===== config.mk =====
export PLATFORM = sky130hd
export DESIGN_NAME = if_fetch_queue
export DESIGN_NICKNAME = d
export VERILOG_FILES = /design/src/rtl/cpu_defs_pkg.sv /design/src/rtl/fetch_fifo.sv /design/src/rtl/if_fetch_queue.sv
export SDC_FILE = /design/constraint.sdc
export NUM_CORES = 1
export LEC_CHECK = 0
export ABC_AREA = 1
export BUFFER_PORTS_ARGS = -buffer_cell sky130_fd_sc_hd__buf_2
export CORE_MARGIN = 3
export CORE_UTILIZATION = 25
export CTS_BUF_LIST = sky130_fd_sc_hd__clkbuf_2 sky130_fd_sc_hd__clkbuf_4 sky130_fd_sc_hd__clkbuf_8
export DETAILED_ROUTE_END_ITERATION = 10
export HOLD_SLACK_MARGIN = 0.08
export SYNTH_ARGS = -nofsm -noshare
export SYNTH_HDL_FRONTEND = slang
export SYNTH_SLANG_ARGS = --single-unit
export TNS_END_PERCENT = 50

===== constraint.sdc =====
create_clock -name clk_i -period 2.39 [get_ports clk_i]
set_input_delay 0 -clock clk_i [delete_from_list [all_inputs] [get_ports clk_i]]
set_output_delay 0 -clock clk_i [all_outputs]
set_load 0.03 [all_outputs]

===== src/rtl/cpu_defs_pkg.sv =====
// rtl/cpu_defs_pkg.sv - shared fetch-path types and constants
// Purpose: fetch queue entry layout, default reset PC, instruction size.
package cpu_defs_pkg;

    localparam logic [31:0] RESET_PC_DEFAULT = 32'hBFC0_0000;
    localparam int unsigned INST_BYTES       = 4;

    typedef struct packed {
        logic [31:0] pc;
        logic [31:0] inst;
        logic        adel;
    } fetch_entry_t;

endpackage


===== src/rtl/fetch_fifo.sv =====
// rtl/fetch_fifo.sv - synchronous FIFO of fetch_entry_t
// Purpose: DEPTH-entry queue with push/pop/clear; push while full is taken
//          only when a pop happens in the same cycle.
// Ports:   clk_i, rst_i (async active-low), push_i/wdata_i, pop_i, clear_i,
//          rdata_o (head, stale when empty), full_o, empty_o, count_o.
module fetch_fifo
    import cpu_defs_pkg::*;
#(
    parameter int unsigned DEPTH = 4,
    localparam int unsigned AW   = (DEPTH > 1) ? $clog2(DEPTH) : 1,
    localparam int unsigned CW   = $clog2(DEPTH + 1)
) (
    input  logic          clk_i,
    input  logic          rst_i,
    input  logic          push_i,
    input  fetch_entry_t  wdata_i,
    input  logic          pop_i,
    input  logic          clear_i,
    output fetch_entry_t  rdata_o,
    output logic          full_o,
    output logic          empty_o,
    output logic [CW-1:0] count_o
);

    fetch_entry_t  mem_q [DEPTH];
    fetch_entry_t  mem_d [DEPTH];
    logic [AW-1:0] wr_ptr_q, wr_ptr_d;
    logic [AW-1:0] rd_ptr_q, rd_ptr_d;
    logic [CW-1:0] count_q, count_d;
    logic          do_push, do_pop;

    function automatic logic [AW-1:0] ptr_inc(input logic [AW-1:0] p);
        return (p == AW'(DEPTH - 1)) ? '0 : p + AW'(1);
    endfunction

    always_comb begin
        full_o   = (count_q == CW'(DEPTH));
        empty_o  = (count_q == '0);
        do_pop   = pop_i && !empty_o;
        do_push  = push_i && (!full_o || do_pop);
        mem_d    = mem_q;
        wr_ptr_d = wr_ptr_q;
        rd_ptr_d = rd_ptr_q;
        count_d  = count_q;
        if (clear_i) begin
            wr_ptr_d = '0;
            rd_ptr_d = '0;
            count_d  = '0;
        end else begin
            if (do_push) begin
                mem_d[wr_ptr_q] = wdata_i;
                wr_ptr_d        = ptr_inc(wr_ptr_q);
            end
            if (do_pop) begin
                rd_ptr_d = ptr_inc(rd_ptr_q);
            end
            case ({do_push, do_pop})
                2'b10:   count_d = count_q + CW'(1);
                2'b01:   count_d = count_q - CW'(1);
                default: count_d = count_q;
            endcase
        end
    end

    assign rdata_o = mem_q[rd_ptr_q];
    assign count_o = count_q;

    always_ff @(posedge clk_i or negedge rst_i) begin
        if (!rst_i) begin
            for (int i = 0; i < DEPTH; i++) begin
                mem_q[i] <= '0;
            end
            wr_ptr_q <= '0;
            rd_ptr_q <= '0;
            count_q  <= '0;
        end else begin
            mem_q    <= mem_d;
            wr_ptr_q <= wr_ptr_d;
            rd_ptr_q <= rd_ptr_d;
            count_q  <= count_d;
        end
    end

endmodule


===== src/rtl/if_fetch_queue.sv =====
// rtl/if_fetch_queue.sv - pipelined instruction fetch with response queue
// Purpose: issues sequential PCs with up to MAX_OUTSTANDING bus requests in
//          flight, queues returned instructions with their PCs, hands them to
//          decode by valid/ready, drops stale responses after redirects and
//          emits an adel entry for a misaligned fetch address.
// Ports:   clk_i, rst_i (async active-low); flush_i/new_pc_i and
//          branch_flag_i/branch_to_addr_i redirects; inst_req_o/inst_addr_o/
//          inst_addr_ok_i/inst_data_ok_i/inst_rdata_i instruction bus;
//          valid_o/ready_i/pc_o/inst_o/adel_o decode side.
module if_fetch_queue
    import cpu_defs_pkg::*;
#(
    parameter logic [31:0] RESET_PC        = RESET_PC_DEFAULT,
    parameter int unsigned FIFO_DEPTH      = 4,
    parameter int unsigned MAX_OUTSTANDING = 2
) (
    input  logic        clk_i,
    input  logic        rst_i,
    input  logic        flush_i,
    input  logic [31:0] new_pc_i,
    input  logic        branch_flag_i,
    input  logic [31:0] branch_to_addr_i,
    output logic        inst_req_o,
    output logic [31:0] inst_addr_o,
    input  logic        inst_addr_ok_i,
    input  logic        inst_data_ok_i,
    input  logic [31:0] inst_rdata_i,
    output logic        valid_o,
    input  logic        ready_i,
    output logic [31:0] pc_o,
    output logic [31:0] inst_o,
    output logic        adel_o
);

    localparam int unsigned QCW = $clog2(FIFO_DEPTH + 1);
    localparam int unsigned OW  = $clog2(MAX_OUTSTANDING + 1);
    localparam int unsigned CRW = $clog2(FIFO_DEPTH + MAX_OUTSTANDING + 1);

    logic [31:0]   fetch_pc_q, fetch_pc_d;
    logic [OW-1:0] out_q, out_d;
    logic [OW-1:0] discard_q, discard_d;
    logic          halted_q, halted_d;

    logic          redirect, aligned, accept, resp, adel_fire;
    logic [31:0]   redirect_pc;
    logic [CRW-1:0] credit;

    logic          q_push, q_pop, q_clear, q_full, q_empty;
    fetch_entry_t  q_wdata, q_head;
    logic [QCW-1:0] q_count;

    logic          sh_push, sh_pop, sh_full, sh_empty;
    fetch_entry_t  sh_wdata, sh_head, resp_entry;
    logic [OW-1:0] sh_count;

    always_comb begin
        redirect    = flush_i || branch_flag_i;
        redirect_pc = flush_i ? new_pc_i : branch_to_addr_i;
        aligned     = (fetch_pc_q[1:0] == 2'b00);
        // Queue slots already spoken for: entries held plus answers still due.
        credit      = CRW'(q_count) + CRW'(out_q);
        inst_req_o  = rst_i && !redirect && !halted_q && aligned &&
                      (out_q < OW'(MAX_OUTSTANDING)) &&
                      (credit < CRW'(FIFO_DEPTH));
        inst_addr_o = fetch_pc_q;
        accept      = inst_req_o && inst_addr_ok_i;
        resp        = inst_data_ok_i && (out_q != '0);
        // The adel entry waits until every older request has drained so it
        // lands in program order behind them.
        adel_fire   = !redirect && !halted_q && !aligned &&
                      (out_q == '0) && (discard_q == '0) && !q_full;

        resp_entry      = sh_head;
        resp_entry.inst = inst_rdata_i;
        resp_entry.adel = 1'b0;

        fetch_pc_d = fetch_pc_q;
        out_d      = out_q;
        discard_d  = discard_q;
        halted_d   = halted_q;
        q_push     = 1'b0;
        q_wdata    = resp_entry;

        if (accept) begin
            fetch_pc_d = fetch_pc_q + 32'(INST_BYTES);
        end
        case ({accept, resp})
            2'b10:   out_d = out_q + OW'(1);
            2'b01:   out_d = out_q - OW'(1);
            default: out_d = out_q;
        endcase

        if (resp) begin
            if (discard_q != '0) begin
                discard_d = discard_q - OW'(1);
            end else begin
                q_push = 1'b1;
            end
        end else if (adel_fire) begin
            q_push   = 1'b1;
            q_wdata  = '{pc: fetch_pc_q, inst: 32'h0, adel: 1'b1};
            halted_d = 1'b1;
        end

        // Every request still in flight (including ones already marked for
        // discard) belongs to the old path; a response arriving right now is
        // dropped here and not counted again.
        if (redirect) begin
            fetch_pc_d = redirect_pc;
            halted_d   = 1'b0;
            discard_d  = out_q - OW'(resp);
            q_push     = 1'b0;
        end

        q_clear = redirect;
        q_pop   = valid_o && ready_i && !redirect;

        // The shadow queue is never cleared: discarded responses still pop
        // their PC so issue order stays aligned with response order.
        sh_push  = accept;
        sh_wdata = '{pc: fetch_pc_q, inst: 32'h0, adel: 1'b0};
        sh_pop   = resp;
    end

    fetch_fifo #(.DEPTH(FIFO_DEPTH)) u_inst_q (
        .clk_i   (clk_i),
        .rst_i   (rst_i),
        .push_i  (q_push),
        .wdata_i (q_wdata),
        .pop_i   (q_pop),
        .clear_i (q_clear),
        .rdata_o (q_head),
        .full_o  (q_full),
        .empty_o (q_empty),
        .count_o (q_count)
    );

    fetch_fifo #(.DEPTH(MAX_OUTSTANDING)) u_pc_shadow (
        .clk_i   (clk_i),
        .rst_i   (rst_i),
        .push_i  (sh_push),
        .wdata_i (sh_wdata),
        .pop_i   (sh_pop),
        .clear_i (1'b0),
        .rdata_o (sh_head),
        .full_o  (sh_full),
        .empty_o (sh_empty),
        .count_o (sh_count)
    );

    assign valid_o = !q_empty;
    assign pc_o    = q_empty ? 32'h0 : q_head.pc;
    assign inst_o  = q_empty ? 32'h0 : q_head.inst;
    assign adel_o  = q_empty ? 1'b0  : q_head.adel;

    always_ff @(posedge clk_i or negedge rst_i) begin
        if (!rst_i) begin
            fetch_pc_q <= RESET_PC;
            out_q      <= '0;
            discard_q  <= '0;
            halted_q   <= 1'b0;
        end else begin
            fetch_pc_q <= fetch_pc_d;
            out_q      <= out_d;
            discard_q  <= discard_d;
            halted_q   <= halted_d;
        end
    end

    a_no_push_full: assert property (@(posedge clk_i) disable iff (!rst_i)
        !(q_push && q_full && !q_pop));
    a_shadow_tracks: assert property (@(posedge clk_i) disable iff (!rst_i)
        (sh_count == out_q) && (sh_empty == (out_q == '0)) &&
        !(sh_push && sh_full));

endmodule


==> flow_summary.toml <==
[routing]
wl_met1_um = 29600
routed.top_layer = "met4"
drc_errors = 0
drt_first_iter_violations = 1448
vias = 17900
first_pass_iters = 5
route.met2.wl_um = 29300
wl_per_cell_um = 16.6
wl_um = 63600
route.met3.wl_um = 3520
drt-vias-per-instance = 4.67
ant_nets = 0

[power]
power-per-cell-area_nw_per_um2 = 787
p_leak_nw = 11.8
p_total_mw = 18.9
swShare_pct = 32.1
power_frac_seq_pct = 43.6
internal_power_mw = 12.8
net-switching-power_mw = 6.05
clkPwrFrac_pct = 34.4
vdd_drop_max_v = 0.000301
combPwrFrac_pct = 22.0

[floorplanning]
die_h_um = 281
core_um2 = 74600
initial_core_util_pct = 25.3
std_cell_rows = 100
io_pins = 202
dieArea_um2 = 78700
die_w_um = 281

[synth]
async_flop_share_pct = 100
yosysTopAreaCellShare_pct = 48.2
yosysMostFrequentCell = "nand2_1"
yosysWarnings = 0
syn_inst = 2493
synth_seq_cells = 372
synth-edff-count = 0
synth_flop_cell = "dfrtp_1"
syn-num-nets = 2608
yosys-top-cells-count = "nand2_1, dfrtp_1, o21ai_1"
syn-cell-area_um2 = 18800
seq_area_frac_synth_pct = 49.5
synth_cell_types = 38
synth.area.top_cells = "dfrtp_1, nand2_1, o21ai_1"
synth_top_area_cell = "dfrtp_1"
syn_avg_cell_area_um2 = 7.56

[worst_setup_path]
worst-setup-path-type = "flop to flop"
crit_arrival_ns = 2.85
reg2reg_depth = 11
cp.required_ns = 2.91
startpoint_type = "flop"
end_kind = "flop"
path_max_fanout = 134

[timing]
hold_violations = 0
clock_skew_ns = 0.0411
relSlewSlack_pct = 35.9
worstMarginPinSlew_ns = 0.961
max_freq_mhz = 429
rsz0062_at_grt = "true"
setup_viol = 0
post-route-period-util_pct = 97.5
finalMaxSlewViolations = 0
layout_setup_ws_ns = 0.0597
period_needed_ns = 2.33

[cts]
cts_made_buffers = 71
clk_latency_ns = 0.64
clock_sinks = 372
cts_htree_levels = 3
cts_buffer_depth = 3
cts.reportedPaths.clkPinSlew_ns = 0.06
cts_tree = "done"
root_buffer = "clkbuf_8"

[cells_and_area]
fin_nets = 2921
layout-drive-gt1-share_pct = 16.7
finish.utilization_pct = 32.2
syn2layout_area_growth_pct = 27.4

[placed_design]
pre_cts_ws_ns = 0.0654
gp_congestion = 0.864
numPortBuffers = 201
hpwlAfterDp_um = 38500

[global_route]
grt_max_degree = 154
grt_pass1_wl_um = 97300
antenna_found_initial = 0
gr-total-overflow = 0
grt_use_total_pct = 15.5
grt_pass1_vias = 17200

[run_status]
outcome = "finished, final reports clean"

[worst_hold_path]
min_path_type = "input pin to asynchronous set/reset pin"

[job]
max_cap_violations = 0
[layout by cell type (no fill, tap or decap), types with 66 or more instances in the layout]
master	n
nand2_1	672
dfrtp_1	359
o21ai_1	254
inv_1	239
o21ai_0	236
a21oi_1	215
buf_2	198
nor2_1	165
dlygate4sd3_1	113
clkbuf_8	81
buf_4	66
[final cells by class]
class / count / area (µm²)
clock inverter: 10 / 100
multi-input combinational: 1705 / 7870
sequential: 372 / 9330
antenna: 1 / 2.50
timing repair buffer: 407 / 3200
inverter: 248 / 945
tap: 969 / 1210
timing repair inverter: 1 / 5.00
clock buffer: 112 / 1350
fill: 7946 / 50600
[cell families (layout without fill, tap and decap cells)]
logic type                 count (synthesis)  count (layout)  synth area share [%]
DFF                                      372             372                  49.5
and+or+nand+nor                          909             909                  18.9
xor gates and xnor gates                  13              13                 0.604
adders and majority gates                 12              12                 0.837
other                                      0               1                     0
AOI/OAI and AO/OA                        771             771                  21.0
buffers and inverters                    416             778                  9.27
[metrics by stage]
stage	hold slack, ns	setup TNS (ns)	cell area [µm²]	instances
6_report	0.149	0	24000	3825
5_1_grt	0.192	-1.82	24000	3824
4_1_cts	0.133	0	23800	3815
3_5_place_dp	0.234	0	21200	3580
3_3_place_gp	0.234	0	21200	3580
2_1_floorplan	-0.296	0	18800	2493
[power by group through the flow]
stage	clock [mW]	combinational, mW	sequential, mW
6_report	6.49	4.15	8.24
5_1_grt	6.95	4.72	8.39
4_1_cts	6.66	4.14	8.23
3_5_place_dp	0	3.93	8.34
3_3_place_gp	0	3.87	8.30
2_1_floorplan	0	2.47	8.31
[flip-flops by register name, summed over array words and instances (netlist names), 3 cells and up]
name	count
inst_addr_o	32
u_inst_q.count_o	3
u_inst_q.mem_q	260
u_pc_shadow.mem_q	64
[repair_timing]
action,in CTS,in global routing
setup buffers,0,5
resized for setup,13,26
setup endpoints to repair,40,120
hold endpoints to repair,554,0
cloned,0,4
pin swaps,0,4
hold buffers,113,0
[critical path: stages (launching register included)]
cell and delay, ns:
dfrtp_1 0.39, buf_4 0.16, o21a_1 0.22, nand2_1 0.12
nand2_4 0.08, nand2_4 0.09, buf_16 0.44, nor2_4 0.09
buf_4 0.18, clkbuf_16 0.22, nand2_1 0.10, o21ai_1 0.06
[routing by layer]
layer	GRT usage, %	up-vias
li1	-	8706
met1	21.5	8561
met2	24.7	505
met3	2.68	83
met4	4.66	0
met5	0	-
[final timing paths]
kind | startpoint | to | slack, ns
setup / recovery | out_q[0]$_DFFE_PN0P_ | u_inst_q.mem_q[126]$_DFFE_PN0P_ | 0.06
hold / removal | rst_i | u_inst_q.mem_q[169]$_DFFE_PN0P_ | 0.15
setup reg to reg | out_q[0]$_DFFE_PN0P_ | u_inst_q.mem_q[126]$_DFFE_PN0P_ | 0.06
hold reg to reg | u_inst_q.mem_q[224]$_DFFE_PN0P_ | u_inst_q.mem_q[224]$_DFFE_PN0P_ | 0.47
max in group asynchronous | rst_i | u_inst_q.mem_q[83]$_DFFE_PN0P_ | 1.48
min in group clk_i | new_pc_i[1] | inst_addr_o[1]$_DFFE_PN0P_ | 0.25
No activity file was read; power rests on OpenSTA's default activity.
